===== src/rtl/sum4b_pkg.sv =====
// Shared constants for the registered ripple-carry adder slice.
package sum4b_pkg;

  localparam int SUM4B_WIDTH = 4;

  // Every bit of the result register resets to this value.
  localparam logic RESULT_RST_BIT = 1'b0;

endpackage


===== src/rtl/sum4b_if.sv =====
// Operand/result bundle between the adder and its surrounding datapath.
interface sum4b_if #(
  parameter int WIDTH = sum4b_pkg::SUM4B_WIDTH
);

  logic [WIDTH-1:0] xi;
  logic [WIDTH-1:0] yi;
  logic             in_valid;
  logic [WIDTH-1:0] zi;
  logic             co;
  logic             ovf;
  logic             out_valid;

  modport master (
    output xi, yi, in_valid,
    input  zi, co, ovf, out_valid
  );

  modport slave (
    input  xi, yi, in_valid,
    output zi, co, ovf, out_valid
  );

endinterface


===== src/rtl/sum4b_fa.sv =====
// One-bit full adder cell used to build the ripple carry chain.
module sum4b_fa (
  input  logic a_i,
  input  logic b_i,
  input  logic ci_i,
  output logic s_o,
  output logic co_o
);

  assign s_o  = a_i ^ b_i ^ ci_i;
  assign co_o = (a_i & b_i) | (a_i & ci_i) | (b_i & ci_i);

endmodule


===== src/rtl/sum4b_core.sv =====
// Registered unsigned ripple-carry adder with carry, signed-overflow and valid flags.
module sum4b_core
  import sum4b_pkg::*;
#(
  parameter int WIDTH = SUM4B_WIDTH
) (
  input logic    clk,
  input logic    rst_n,
  sum4b_if.slave bus
);

  logic [WIDTH:0]   carry_s;
  logic [WIDTH-1:0] sum_s;
  logic             ovf_s;

  logic [WIDTH-1:0] zi_q, zi_d;
  logic             co_q, co_d;
  logic             ovf_q, ovf_d;
  logic             out_valid_q, out_valid_d;

  assign carry_s[0] = 1'b0;

  for (genvar i = 0; i < WIDTH; i++) begin : g_fa
    sum4b_fa u_fa (
      .a_i  (bus.xi[i]),
      .b_i  (bus.yi[i]),
      .ci_i (carry_s[i]),
      .s_o  (sum_s[i]),
      .co_o (carry_s[i+1])
    );
  end

  // Signed overflow: carry into the sign bit differs from carry out of it.
  assign ovf_s = carry_s[WIDTH] ^ carry_s[WIDTH-1];

  always_comb begin
    zi_d        = zi_q;
    co_d        = co_q;
    ovf_d       = ovf_q;
    out_valid_d = 1'b0;
    if (bus.in_valid) begin
      zi_d        = sum_s;
      co_d        = carry_s[WIDTH];
      ovf_d       = ovf_s;
      out_valid_d = 1'b1;
    end else begin
      out_valid_d = 1'b0;
    end
  end

  always_ff @(posedge clk or negedge rst_n) begin
    if (!rst_n) begin
      zi_q        <= {WIDTH{RESULT_RST_BIT}};
      co_q        <= RESULT_RST_BIT;
      ovf_q       <= RESULT_RST_BIT;
      out_valid_q <= 1'b0;
    end else begin
      zi_q        <= zi_d;
      co_q        <= co_d;
      ovf_q       <= ovf_d;
      out_valid_q <= out_valid_d;
    end
  end

  assign bus.zi        = zi_q;
  assign bus.co        = co_q;
  assign bus.ovf       = ovf_q;
  assign bus.out_valid = out_valid_q;

endmodule


===== src/flat_wrapper.sv =====
// flat-port wrapper written by rule: the top's interface ports become plain ports
module sum4b_core_flat import sum4b_pkg::*;
#(
  parameter int WIDTH = SUM4B_WIDTH
)
  (clk, rst_n, bus_xi, bus_yi, bus_in_valid, bus_zi, bus_co, bus_ovf, bus_out_valid);
  sum4b_if #(.WIDTH(WIDTH)) bus_i ();
  input logic clk;
  input logic rst_n;
  input wire logic [$bits(bus_i.xi)-1:0] bus_xi;
  input wire logic [$bits(bus_i.yi)-1:0] bus_yi;
  input wire logic [$bits(bus_i.in_valid)-1:0] bus_in_valid;
  output wire logic [$bits(bus_i.zi)-1:0] bus_zi;
  output wire logic [$bits(bus_i.co)-1:0] bus_co;
  output wire logic [$bits(bus_i.ovf)-1:0] bus_ovf;
  output wire logic [$bits(bus_i.out_valid)-1:0] bus_out_valid;
  assign bus_i.xi = bus_xi;
  assign bus_i.yi = bus_yi;
  assign bus_i.in_valid = bus_in_valid;
  assign bus_zi = bus_i.zi;
  assign bus_co = bus_i.co;
  assign bus_ovf = bus_i.ovf;
  assign bus_out_valid = bus_i.out_valid;
  sum4b_core #(.WIDTH(WIDTH)) u_core (.clk(clk), .rst_n(rst_n), .bus(bus_i));
endmodule

===== config.mk =====
export PLATFORM = sky130hd
export DESIGN_NAME = sum4b_core_flat
export DESIGN_NICKNAME = d
export VERILOG_FILES = /design/src/rtl/sum4b_pkg.sv /design/src/rtl/sum4b_if.sv /design/src/rtl/sum4b_fa.sv /design/src/rtl/sum4b_core.sv /design/src/flat_wrapper.sv
export SDC_FILE = /design/constraint.sdc
export NUM_CORES = 1
export LEC_CHECK = 0
export ABC_CLOCK_PERIOD_IN_PS = 1800
export CAP_MARGIN = 20
export CORE_AREA = 2 2 39 41
export DETAILED_ROUTE_END_ITERATION = 8
export DIE_AREA = 0 0 41 43
export PLACE_DENSITY = 0.54
export SYNTH_ARGS = -nofsm -noshare
export SYNTH_HDL_FRONTEND = slang
export SYNTH_SLANG_ARGS = --single-unit

===== constraint.sdc =====
create_clock -name clk -period 1.8 [get_ports clk]
set_clock_uncertainty 0.05 [all_clocks]
set_input_delay 0.54 -clock clk [delete_from_list [all_inputs] [get_ports clk]]
set_output_delay 0.54 -clock clk [all_outputs]
set_load 0.02 [all_outputs]

==> results.md <==
- CP endpoint kind: flop
- Register cell area after layout: 175 µm²
- Gate Count Post-Synth: 24
- Worst hold path type: reg -> reg
- RePlAce Congestion: 0.630
- Final Cycle Share: 113%
- Filler Cell Count: 139
- Die ar.: 1760 µm²
- Max-Cap Viols: 0
- Transition time of the tightest slew-check pin: between 0.3 and 0.4 ns
- Remaining antenna violation count: 0
- Synth Cell Area: approximately 360 µm²
- Type of the setup path with the least slack: in -> reg
- Total clock buffers created by CTS: 3
- Router iterations before antenna repair: 2
- Net total in the final layout: 62
- Largest stage delay on the critical path: 0.41 ns
- Hold-fix buffers, CTS: 0
- Final Core Density: 44.0%
- Most common cell on crit path: sky130_fd_sc_hd__fa_2
- Per-cell via count in the routed design: 4.13
- Core region area: 1380 µm²
- Via count of the first global-routing pass: 291
- Clock tree root driver cell: sky130_fd_sc_hd__clkbuf_4
- Final hold violation count: 0
- Largest voltage drop on the vdd net: 0.319 mV
- Number of sinks driven by the clock tree: 7
- Fraction of final layout cells sized beyond drive strength 1: 34.8%
- Row count: 14
- Final setup margin: -0.230 ns
- Peak clock frequency supported by timing: 0.493 GHz
- Final min period: between 2 and 2.5 ns
- Net count after synthesis: 39
- Pins Over Slew Limit: 0
- Number of remaining DRC errors: 0
- Layout overhead on the synthesized area: 68.5%
- Chip Width: 41 µm
- Arr. time, crit path: 2.15 ns
- Number of distinct library cells after synthesis: 10
- GRT Resource Usage Total: 11.0%
- Antenna violations before repair: 0
- I/O pin count: 18
- Static leakage: 0.309 nW
- Aggregate routed wire length: around 750 µm
- CTS max path bufs: 2
- Crit-path slowest cell: sky130_fd_sc_hd__fa_2
- IO buf count: 17
- Die height: 43 µm
- H-tree levels: 1
- CP Launch Type: input port
- Instance area after placement: 576 µm²
- Total power after layout: between 0.5 and 0.6 mW
- Count of final setup violators: 2
- Power per standard cell area: 850 nW/µm²
- Maximum number of pins on one net before global-route repair: 9
- Count of buffering cells on the critical path with inverters included: 2
- Post-layout instance area: 609 µm²
- Clock Latency Late Sink: 0.24 ns
- Post-CTS clock slew at the launch and capture registers of the worst setup and hold paths: 0.05 ns
- Crit path required time: between 1.5 and 2 ns
- Number of warnings printed during yosys synthesis: 0
- Cell family with the largest share of critical-path delay: adder cells
- Antenna diodes: 0
- Cell-by-cell trace of the critical path: buf_6 > ha_4 > fa_2 > fa_2 > inv_2 > fa_2 > mux2i_1
- Total gr overflow: 0
- 1st-iter DRT viols: 4
- Routed via count: 256
- Total setup buffers inserted after CTS: 0
- First-pass GRT wire length: 1210 µm
- Starting utilization of the core area: 26.1%
- RSZ-0062 raised after global routing: true
- FF+latch count, synth: 7
- Status: finished, violations left
- CTS tree: done
- Remaining max-slew budget at the tightest pin: 78.9%
- Area of the multi-input gates: between 150 and 200 µm²
- Violated checks: negative setup slack
- Sequential area share after synthesis: 48.4%
- Post-placement worst setup slack: -0.887 ns
- Detail-routed net length per standard cell: 12.2 µm
- Post-Syn Area per Cell: 15.1 µm²
- Sum of net half-perimeters after detailed placement: 618 µm
- Largest fanout on the critical path: 2
==> logic make-up after synthesis <==
group	after synthesis	share of synthesized area (%)
AOI/OAI and AO/OA	1	1.38
xor gates and xnor gates	1	2.42
adders and majority gates	4	20.1
buffers and inverters	5	7.26
DFF	7	48.4
muxes	5	19.4
and+or+nand+nor	1	1.04
==> cell usage in the layout (no fill, tap or decap) <==
master	synthesis	final
sky130_fd_sc_hd__ha_4	0	1
sky130_fd_sc_hd__dlymetal6s2s_1	0	4
sky130_fd_sc_hd__buf_6	1	2
sky130_fd_sc_hd__clkbuf_1	0	1
sky130_fd_sc_hd__mux2_4	4	4
sky130_fd_sc_hd__clkdlybuf4s50_1	0	7
sky130_fd_sc_hd__inv_1	4	3
sky130_fd_sc_hd__nor2_1	1	1
sky130_fd_sc_hd__mux2i_1	1	1
sky130_fd_sc_hd__fa_2	0	3
sky130_fd_sc_hd__clkbuf_4	0	3
sky130_fd_sc_hd__a21oi_1	1	1
sky130_fd_sc_hd__inv_2	0	1
sky130_fd_sc_hd__dfrtp_1	7	7
sky130_fd_sc_hd__xnor2_1	1	1
sky130_fd_sc_hd__dlygate4sd2_1	0	4
sky130_fd_sc_hd__buf_4	0	2
==> per-layer routing <==
metal  vias up  global-route usage, %  routed length [µm]
li1        118                      -                   -
met1       130                   9.67                 239
met2         8                   19.1                 465
met3         0                   3.14                  48
met4         0                   8.00                   0
met5         -                      0                   0
==> timing repair <==
| action | in CTS | in global routing |
|---|---|---|
| resized for setup | 14 | 4 |
| pin swaps | 4 | 0 |
| setup endpoints to repair | 7 | 7 |
==> synth_stat cells <==
cell type,number,area (µm²)
sky130_fd_sc_hd__dfrtp_1,7,175
sky130_fd_sc_hd__xnor2_1,1,8.76
sky130_fd_sc_hd__buf_6,1,11.3
sky130_fd_sc_hd__a21oi_1,1,5.00
sky130_fd_sc_hd__ha_1,1,12.5
sky130_fd_sc_hd__mux2_4,4,60.1
sky130_fd_sc_hd__fa_1,3,60.1
sky130_fd_sc_hd__nor2_1,1,3.75
sky130_fd_sc_hd__inv_1,4,15.0
sky130_fd_sc_hd__mux2i_1,1,10.0
==> layout make-up <==
class / instances / area share [%]
Sequential cell: 7 / 28.7
Inverter: 4 / 2.46
Timing Repair Buffer: 19 / 31.6
Clock buffer: 4 / 4.31
Multi-Input combinational cell: 12 / 29.6
Tap cell: 16 / 3.29
==> state kept, by name (all words and copies together), names as in the netlist <==
| name | cells |
|---|---|
| u_core.bus.out_valid | 1 |
| u_core.bus.co | 1 |
| u_core.bus.ovf | 1 |
| u_core.bus.zi | 4 |
==> path summary, 6_finish.rpt <==
path	cells past startpoint	to	from	slack [ns]
max	7	u_core.bus.zi[3]	bus_xi[0]	-0.23
min	1	u_core.bus.zi[0]	u_core.bus.zi[0]	0.46
max reg2reg	1	u_core.bus.ovf	u_core.bus.ovf	0.99
min reg2reg	1	u_core.bus.zi[0]	u_core.bus.zi[0]	0.46
max in group asynchronous	1	u_core.bus.co	rst_n	0.96
min in group asynchronous	1	u_core.bus.ovf	rst_n	0.50
==> where the power goes <==
part	internal (mW)	switching [mW]
Clock	0.0844	0.0550
Combinational	0.0997	0.0799
Sequential	0.185	0.0136
==> through the flow <==
step / std cells / hold WS [ns] / setup TNS (ns)
final: 62 / 0.459 / -0.451
after global routing: 62 / 0.481 / -0.523
after CTS: 62 / 0.467 / -0.460
after detailed placement: 58 / 0.448 / -3.29
after global placement: 58 / 0.446 / -3.14
after floorplan: 24 / 0.194 / -0.896
Note: power is estimated with default switching activity, not from simulation.
